`config.mk`:
```
export PLATFORM = sky130hd
export DESIGN_NAME = stream_fifo
export DESIGN_NICKNAME = d
export VERILOG_FILES = /design/src/rtl/stream_fifo.sv
export SDC_FILE = /design/constraint.sdc
export NUM_CORES = 1
export LEC_CHECK = 0
export ABC_AREA = 1
export ABC_CLOCK_PERIOD_IN_PS = 2200
export BUFFER_PORTS_ARGS = -buffer_cell sky130_fd_sc_hd__buf_2
export CORE_ASPECT_RATIO = 0.8
export CORE_MARGIN = 2
export CORE_UTILIZATION = 61
export CTS_CLUSTER_SIZE = 14
export DETAILED_ROUTE_END_ITERATION = 8
export PLACE_DENSITY = 0.89
export SLEW_MARGIN = 20
export SYNTH_ARGS = -nofsm -noshare
export SYNTH_HDL_FRONTEND = slang
export SYNTH_SLANG_ARGS = --single-unit
```
`constraint.sdc`:
```
create_clock -name clk_i -period 2.2 [get_ports clk_i]
set_input_delay 0 -clock clk_i [delete_from_list [all_inputs] [get_ports clk_i]]
set_output_delay 0 -clock clk_i [all_outputs]
set_load 0.02 [all_outputs]
```
`src/rtl/stream_fifo.sv`:
```
// stream_fifo: valid/ready stream FIFO with first-word-fall-through output.
// Storage is a circular buffer indexed by read/write pointers; occupancy is
// tracked by an explicit counter so that full and empty are unambiguous.
// The ready/valid outputs have no combinational path between the two sides.

module stream_fifo #(
    parameter int Width = 16,
    parameter int Depth = 4
) (
    input  logic                     clk_i,
    input  logic                     rst_i,
    input  logic                     s_valid_i,
    output logic                     s_ready_o,
    input  logic [Width-1:0]         s_data_i,
    output logic                     m_valid_o,
    input  logic                     m_ready_i,
    output logic [Width-1:0]         m_data_o,
    output logic [$clog2(Depth):0]   count_o
);

    localparam int AW = $clog2(Depth);
    localparam int CW = AW + 1;

    localparam logic [CW-1:0] FULL_CNT  = CW'(Depth);
    localparam logic [CW-1:0] EMPTY_CNT = CW'(0);
    localparam logic [CW-1:0] CNT_ONE   = CW'(1);
    localparam logic [AW-1:0] PTR_ZERO  = AW'(0);
    localparam logic [AW-1:0] PTR_ONE   = AW'(1);

    logic [Width-1:0] mem_q [Depth];
    logic [Width-1:0] mem_d [Depth];

    logic [AW-1:0] wr_ptr_q;
    logic [AW-1:0] wr_ptr_d;
    logic [AW-1:0] rd_ptr_q;
    logic [AW-1:0] rd_ptr_d;
    logic [CW-1:0] count_q;
    logic [CW-1:0] count_d;

    logic push_s;
    logic pop_s;

    // Handshake outputs: ready is also forced low while reset is held so no
    // word can be accepted on an edge that reset owns.
    always_comb begin
        s_ready_o = (count_q != FULL_CNT) && !rst_i;
        m_valid_o = (count_q != EMPTY_CNT);
        m_data_o  = mem_q[rd_ptr_q];
        count_o   = count_q;
        push_s    = s_valid_i && s_ready_o;
        pop_s     = m_valid_o && m_ready_i;
    end

    // Next-state for pointers and occupancy; pointers wrap naturally since
    // Depth is a power of two.
    always_comb begin
        wr_ptr_d = wr_ptr_q;
        rd_ptr_d = rd_ptr_q;
        count_d  = count_q;

        if (push_s) begin
            wr_ptr_d = wr_ptr_q + PTR_ONE;
        end else begin
            wr_ptr_d = wr_ptr_q;
        end

        if (pop_s) begin
            rd_ptr_d = rd_ptr_q + PTR_ONE;
        end else begin
            rd_ptr_d = rd_ptr_q;
        end

        case ({push_s, pop_s})
            2'b10:   count_d = count_q + CNT_ONE;
            2'b01:   count_d = count_q - CNT_ONE;
            default: count_d = count_q;
        endcase
    end

    // Next-state for storage: only the slot at the write pointer can change.
    always_comb begin
        mem_d = mem_q;
        if (push_s) begin
            mem_d[wr_ptr_q] = s_data_i;
        end else begin
            mem_d[wr_ptr_q] = mem_q[wr_ptr_q];
        end
    end

    // Control state register; reset empties the FIFO immediately.
    always_ff @(posedge clk_i or posedge rst_i) begin
        if (rst_i) begin
            wr_ptr_q <= PTR_ZERO;
            rd_ptr_q <= PTR_ZERO;
            count_q  <= EMPTY_CNT;
        end else begin
            wr_ptr_q <= wr_ptr_d;
            rd_ptr_q <= rd_ptr_d;
            count_q  <= count_d;
        end
    end

    // Storage register; contents are meaningless until written, so no reset.
    always_ff @(posedge clk_i) begin
        mem_q <= mem_d;
    end

endmodule

```
Word-level counts from Yosys, hierarchy flattened
Cells that the tools add are included.
W data, S select, Z words.
{ "totals": {"ff_bits": 71} }
{ "classes": {"add_sub_neg": 4, "order_cmp": 3, "n_eq_ne": 3, "mux": 12, "bitwise": 2, "reduce_logical": 7} }
{ "ops": {"columns": ["operator", "n"], "rows": [
  ["$bwmux W64", 2],
  ["$mux W16", 5],
  ["$bmux W16 S2", 2],
  ["$mux W64", 1],
  ["$demux W16 S2", 1],
  ["$ge A3 B3 Y1 const B", 2],
  ["$not A2 Y3", 2],
  ["$pmux W3 S2", 1],
  ["$add A2 B1 Y2 const B", 2],
  ["$logic_and A1 B1 Y1", 4],
  ["$add A3 B1 Y3 const B", 1],
  ["$lt A3 B1 Y1 const B", 1],
  ["$ne A3 B3 Y1 const B", 1],
  ["$reduce_bool A3 Y1", 1],
  ["$sub A3 B1 Y3 const B", 1],
  ["$eq A2 B1 Y1 const B", 1],
  ["$eq A2 B2 Y1 const B", 1],
  ["$reduce_bool A2 Y1", 1],
  ["$logic_not A1 Y1", 1]
]} }

Longest topological paths before layout
Gate-level depths: netlist (run 1).
{ "depth": {"depth_word": 7, "mapped_depth": 10} }

Worst setup path before layout (run 1)
OpenSTA, ideal clock, no wires.
{ "synth_timing": {"path_type": "register to register", "from": "register count_q[2] (netlist: count_o[2])", "to": "register count_q[2] (netlist: count_o[2])", "setup_time_ps": 79, "arrival_time_ps": 2042, "required_ps": 2121, "path_slack_ps": 79, "stages_incl_launch_ff": 11, "n_path_buf": 0, "period_less_slack_ps": 2121, "path_cell_list": "dfrtp_1 > inv_1 > nand3_1 > nand2_1 > inv_1 > ha_1 > inv_1 > fa_1 > or2_2 > nand2_1 > xor2_1"} }
{ "synth_lines": {"columns": ["item", "line_no", "text"], "rows": [
  ["from (decl)", "37", "logic [CW-1:0] count_q;"],
  ["from (signal assigned)", "99", "count_q <= count_d;"],
  ["$reduce_bool A3 Y1 *", "47", "m_valid_o = (count_q != EMPTY_CNT);"],
  ["via m_valid_o", "15", "output logic m_valid_o,"],
  ["$logic_and A1 B1 Y1 *", "51", "pop_s = m_valid_o && m_ready_i;"],
  ["$eq A2 B1 Y1 / $eq A2 B2 Y1 (equally long branches)", "73", "case ({push_s, pop_s})"],
  ["$pmux W3 S2 / $reduce_bool A2 Y1 (equally long branches)", null, null]
]} }
The timed path passes the listed nets; every way through them passes the cells marked *.
A chain may end at the register's enable or synchronous reset.

Final worst setup path (run 1)
{ "layout_timing": {"from": "register count_q[2] (netlist: count_o[2])", "to": "register count_q[2] (netlist: count_o[2])"} }
{ "layout_between": {"elab_chain_cells": 5} }
{ "layout_rtl": {"columns": ["item", "line_no", "text"], "rows": [
  ["$ne A3 B3 Y1", "46", "s_ready_o = (count_q != FULL_CNT) && !rst_i;"],
  ["$logic_and A1 B1 Y1", "46", null],
  ["$logic_and A1 B1 Y1", "50", "push_s = s_valid_i && s_ready_o;"],
  ["$eq A2 B1 Y1 / $eq A2 B2 Y1 (equally long branches)", "73", null],
  ["$pmux W3 S2 / $reduce_bool A2 Y1 (equally long branches)", null, null]
]} }
Several ways; a longest one is shown, not always the timed one.

==> flow_metrics.tcl, run 1 <==
set metrics [dict create \
    outcome "finished clean" \
    root_buffer "clkbuf_8" \
    skew_ps 7.876 \
    firstDrtPassIters 5 \
    initial_utilization 0.6199 \
    htree_levels 3 \
    yosys-top-cells-count "nand2_1 (212), inv_1 (135), nand3_1 (98)" \
    synth_nets 767 \
    grt_max_degree 72 \
    hold_path_end "mem_q[56]$_DFFE_PP_" \
    critPathRequiredTime_ps 2470 \
    synth.most_common_cell "nand2_1" \
    yosysTopAreaCell "edfxtp_1" \
    hold_path_class "in2reg" \
    dpl_worst_slack_ps 243.5 \
    dieWidth_um 107.1 \
    finalCritPeriodShare 0.8972 \
    hold_depth 5 \
    finalHoldViolCount 0 \
    grt_pass1_vias 4713 \
    hold_slack_ps 102.8 \
    fin_ws_ps 226.2 \
    clk_latency_ps 350 \
    drive_above_1_share 0.1199 \
    die_area_mm2 0.009264 \
    tightest_slew_ps 705.1 \
    ir_drop_mv 0.9164 \
    yosysUniqueCellTypes 24 \
    drv_cap 0 \
    min_period_ps 1974 \
    gr-total-overflow 0 \
    cp.arrival_ps 2250 \
    relSlewSlack 0.5299 \
    ant_nets 0 \
    fin_cells 880 \
    fmaxAchievable_ghz 0.5066 \
    cp-end-kind "flip-flop" \
    reg2reg_to "count_o[2]$_DFFE_PP0P_" \
    cts_buffers 9 \
    tns_ps 0 \
    antenna_found_initial 2 \
    grt_pass1_wl_mm 22.09 \
    synth.avg_cell_area_um2 7.002 \
    use_met1 0.3914 \
    vias 5061 \
    clk_pin_slew_worst_paths_ps 70 \
    synth.area.top_cells "edfxtp_1 (37%), nand2_1 (15%), inv_1 (9.8%), nand3_1 (9.5%), nand4_1 (7.7%)" \
    p_per_area_mw_per_mm2 1597 \
    cts_tree "yes" \
    syn_area_mm2 0.005189 \
    reg2reg_slack_ps 230 \
    io_buffers 40 \
    path_max_fanout 3 \
    drt_iter0_markers 591 \
    synthCells 741 \
    drc 0 \
    synth-edff-count 64 \
    top_usage_layer "met2" \
    met3_usage 0.08045 \
    slew_violations 0 \
    place.gp.congestion 0.8267 \
    ys.flop_type "edfxtp_1" \
    cp-start-kind "flip-flop" \
    hpwl_mm 8.369 \
    vias_per_cell 5.751 \
    fp.dieH_um 86.49 \
    criticalPathCategory "reg2reg" \
    drt-total-wl_mm 13.29 \
    dp_cells 859 \
    core_region_area_mm2 0.008371 \
    ys_ff_latch 71 \
    hp-start "s_data_i[8]" \
    async_reset_ff_frac 0.09859 \
    io_pins 41 \
    nets 788 \
    wl_per_cell_um 15.11 \
    r2r-start "count_o[2]$_DFFE_PP0P_" \
    ys_warn_count 0 \
    cts_num_sinks 71 \
    grt_usage 0.3040 \
    synth_top_area_frac 0.3704 \
    gr-usage-met2 0.4983 \
    row_count 30 \
    cellLeakagePower_nw 3.132 \
    clk_path_buf_depth 2 \
    setup_viol 0 \
    ys_seq_area_frac 0.4041 \
    syn2layout_area_growth_pct 9.404 \
    r2r_cells 10 \
]
-- worst max path at each step --
stage                                start                     end  slack [ps]  depth (start not counted)
global placement    count_o[2]$_DFFE_PP0P_  count_o[2]$_DFFE_PP0P_         320                         10
detailed placement  count_o[2]$_DFFE_PP0P_  count_o[2]$_DFFE_PP0P_         240                         10
global route        count_o[2]$_DFFE_PP0P_  count_o[2]$_DFFE_PP0P_         -10                         10
CTS                 count_o[2]$_DFFE_PP0P_  count_o[2]$_DFFE_PP0P_         210                         10
finish              count_o[2]$_DFFE_PP0P_  count_o[2]$_DFFE_PP0P_         230                         10
floorplan           count_o[2]$_DFFE_PP0P_  count_o[2]$_DFFE_PP0P_          80                         10
-- through the flow --
step,area (um2),utilization,power (mW)
after floorplan,5189,-,6.275
after global placement,5405,0.6457,7.397
after detailed placement,5405,0.6457,7.678
after CTS,5659,0.6761,8.955
after global routing,5674,0.6779,9.773
final,5677,0.6782,9.067
-- registers in the layout (all words and copies together), names as in the netlist --
signal,count
wr_ptr_q,2
count_o,3
rd_ptr_q,2
mem_q,64
-- metal layers --
metal  vias to the layer above  wire length [um]
met5                         -                 0
met4                         0               323
met3                        41              1600
met2                       299              6234
met1                      2276              5134
li1                       2445                 -
-- cell families (layout without fill, tap and decap cells) --
| group | Yosys count | after routing | synth area share |
|---|---|---|---|
| xor gates and xnor gates | 4 | 4 | 0.006753 |
| and+or+nand+nor | 410 | 410 | 0.3545 |
| other | 0 | 1 | 0 |
| adders and majority gates | 6 | 6 | 0.01592 |
| buffers and inverters | 197 | 223 | 0.1635 |
| DFF | 71 | 71 | 0.4041 |
| AOI/OAI and AO/OA | 53 | 53 | 0.05522 |
-- area by class of cell --
type | instances | area [um2]
clock inverter | 7 | 110.1
fill | 678 | 2694
clock buffer | 9 | 123.9
tap | 112 | 140.1
antenna | 1 | 2.502
timing repair buffer | 68 | 427.9
sequential | 71 | 2097
inverter | 139 | 521.8
multi-input combinational | 473 | 2253
-- power by group --
| group | switching [mW] | leakage (nW) | total (mW) | internal [mW] |
|---|---|---|---|---|
| registers | 0.343 | 0.701 | 2.67 | 2.33 |
| clock network | 0.494 | 0.116 | 1.24 | 0.745 |
| logic | 3.59 | 2.31 | 5.16 | 1.57 |
-- worst max-delay path, cell delays in order, from the launching register on --
cell and delay [ps]:
dfrtp_1 390, inv_1 90, nand3_1 120, nand2_1 110, inv_1 90, ha_1 140, inv_1 60, fa_1 380
or2_2 300, nand2_1 80, xor2_1 150
-- placed cells by master (no fill, tap or decap), types with 2 or more instances in the layout --
cell type,n
inv_1,134
edfxtp_1,64
dfrtp_1,7
buf_2,40
bufinv_16,3
nand3_1,98
xor2_1,3
nor2_1,32
o21ai_0,35
clkbuf_8,9
dlygate4sd3_1,2
nand3_2,2
nand2_1,212
inv_2,5
clkinv_1,3
ha_2,4
o22ai_1,16
nand4_1,64
buf_4,25
-- repair_timing --
action	4_1_cts	5_1_grt
gates resized for setup	0	0
endpoints found under the hold margin	8	0
setup buffers	0	2
endpoints found under the setup margin	0	1
hold buffers	2	0
Power figures use the tool's default switching activity.
==> run 2, diff against run 1 <==
CELL_PAD_IN_SITES_DETAIL_PLACEMENT = 0   (was default)
CELL_PAD_IN_SITES_GLOBAL_PLACEMENT = 2   (was default)
CORE_UTILIZATION = 35   (was 61)
==> flow_metrics.tcl, run 2 (synthesis results as in run 1) <==
set metrics [dict create \
    p_seq_frac 0.290 \
    relSlewSlack 0.5114 \
    initial_utilization 0.3605 \
    fin_cells 948 \
    p_per_area_mw_per_mm2 1581 \
    power.share.clock 0.149 \
    drt-total-wl_mm 14.38 \
    cts_tree "yes" \
    htree_levels 3 \
    syn2layout_area_growth_pct 11.24 \
    core_region_area_mm2 0.01440 \
    dp_cells 930 \
    rsz0062_at_grt "false" \
    critPathRequiredTime_ps 2460 \
    largest_reg_flops 64 \
    cts_buffers 9 \
    slew_violations 0 \
    hold_depth 5 \
    wl_per_cell_um 15.17 \
    ant_nets 0 \
    gr-total-overflow 0 \
    final_cell_mix "nand2_1 (212), inv_1 (134), nand3_1 (98), nand4_1 (64), edfxtp_1 (64)" \
    final_common_cell "nand2_1" \
    power_frac_comb 0.561 \
    cp-start-kind "flip-flop" \
    vias_per_cell 5.053 \
    drv_cap 0 \
    r2r_cells 10 \
    vias 4790 \
    clk_path_buf_depth 2 \
    finalCritPeriodShare 0.9082 \
    io_pins 41 \
    drive_above_1_share 0.1191 \
    setup_viol 0 \
    path_buf_inv 3 \
    finalHoldViolCount 0 \
    fp.dieH_um 112.9 \
    reg2reg_slack_ps 200 \
    path_cells "inv_2 > nand3_1 > nand2_1 > inv_1 > ha_1 > inv_1 > fa_1 > or2_2 > nand2_1 > xor2_1" \
    min_period_ps 1998 \
    place.gp.congestion 0.8076 \
    skew_ps 9.388 \
    cpMaxStageDelayCell "dfrtp_1" \
    firstDrtPassIters 6 \
    drc 0 \
    reg2reg_to "count_o[2]$_DFFE_PP0P_" \
    criticalPathCategory "reg2reg" \
    grt_pass1_vias 4380 \
    hpwl_mm 9.316 \
    p_int_mw 4.650 \
    fmaxAchievable_ghz 0.5005 \
    cp-startpoint "count_o[0]$_DFFE_PP0P_" \
    root_buffer "clkbuf_16" \
    drt_iter0_markers 322 \
    cts_resized 0 \
    path_max_fanout 4 \
    cpPeakStageDelay_ps 400 \
    hold_path_class "in2reg" \
    antenna_found_initial 1 \
    clk_latency_ps 340 \
    top_register "mem_q" \
    cellLeakagePower_nw 3.141 \
    tns_ps 0 \
    dieWidth_um 140.1 \
    nets 785 \
    io_buffers 40 \
    critPathTopFamily "simple AND/OR/NAND/NOR gates" \
    grt_usage 0.1857 \
    cp-end-kind "flip-flop" \
    ir_drop_mv 0.8941 \
    critical_path.endpoint "count_o[2]$_DFFE_PP0P_" \
    tightest_slew_ps 732.9 \
    row_count 39 \
    cts_num_sinks 71 \
    outcome "finished clean" \
    power_switching_share 0.4904 \
    cp.arrival_ps 2260 \
    r2r-start "count_o[0]$_DFFE_PP0P_" \
    grt_max_degree 72 \
    die_area_mm2 0.01582 \
    n_fill_cell 1464 \
    worst-path-stages 10 \
    power_switching_mw 4.474 \
    clk_pin_slew_worst_paths_ps 60 \
    antenna_cells 0 \
    grt_pass1_wl_mm 23.29 \
]
run 2: cell count changes in the layout (fill, tap and decap cells not counted):
cell and delta:
buf_4 -2, clkinv_1 -3, buf_12 -1, clkbuf_8 -7, bufinv_16 -3, diode_2 -1, clkbuf_1 +1, inv_6 -1
clkinv_2 +4, clkbuf_16 +9
run 2: power groups by stage:
stage	combinational [mW]	clock, mW	sequential [mW]
after detailed placement	5.10	0	2.67
after global routing	5.72	1.44	2.71
after floorplan	3.66	0	2.61
after CTS	5.11	1.38	2.64
after global placement	4.99	0	2.64
final	5.12	1.36	2.65
run 2: worst min-delay path by stage:
stage	slack (ps)	startpoint	end
detailed placement	270	rst_i	count_o[1]$_DFFE_PP0P_
CTS	110	s_data_i[3]	mem_q[19]$_DFFE_PP_
global route	150	s_data_i[3]	mem_q[19]$_DFFE_PP_
global placement	260	rst_i	count_o[2]$_DFFE_PP0P_
floorplan	60	rst_i	count_o[0]$_DFFE_PP0P_
finish	110	s_data_i[3]	mem_q[19]$_DFFE_PP_
run 2: per-stage QoR:
step | util | instance area (um2) | worst slack, ps | hold slack (ps) | total power, mW
4_1_cts | 0.4010 | 5772 | 179.2 | 105.6 | 9.136
5_1_grt | 0.4010 | 5772 | 79.99 | 151.9 | 9.866
3_5_place_dp | 0.3804 | 5475 | 206.8 | 269.9 | 7.771
2_1_floorplan | - | 5189 | 78.83 | 59.38 | 6.275
3_3_place_gp | 0.3804 | 5475 | 315.4 | 256.0 | 7.623
6_report | 0.4010 | 5772 | 201.9 | 112.2 | 9.123
run 2: final cells by class:
cell class              count  area [um2]  area share
multi-input cells         473        2253      0.3904
flip-flops and latches     71        2097      0.3633
inverters                 139       521.8     0.09040
repair buffers             65       392.9     0.06807
clock buffers              12       256.5     0.04444
well taps                 184       230.2     0.03989
clock inverters             4       20.02    0.003468
run 2: tightest hold or removal path, delay by kind of cell:
family | cells | cell delay, ps
and+or+nand+nor | 3 | 200
buffers and inverters | 2 | 150
run 2: timing repair:
action	4_1_cts	5_1_grt
hold buffers	2	0
hold endpoints to repair	8	0
buffers inserted	0	0
run 2: routing by layer:
metal  GRT usage  up-vias  wire length, um
met4     0.05185        2              216
met1      0.2614     2218             7180
li1            -     2441                -
met2      0.2959      112             6332
met5           0        -               16
met3     0.03343       17              632
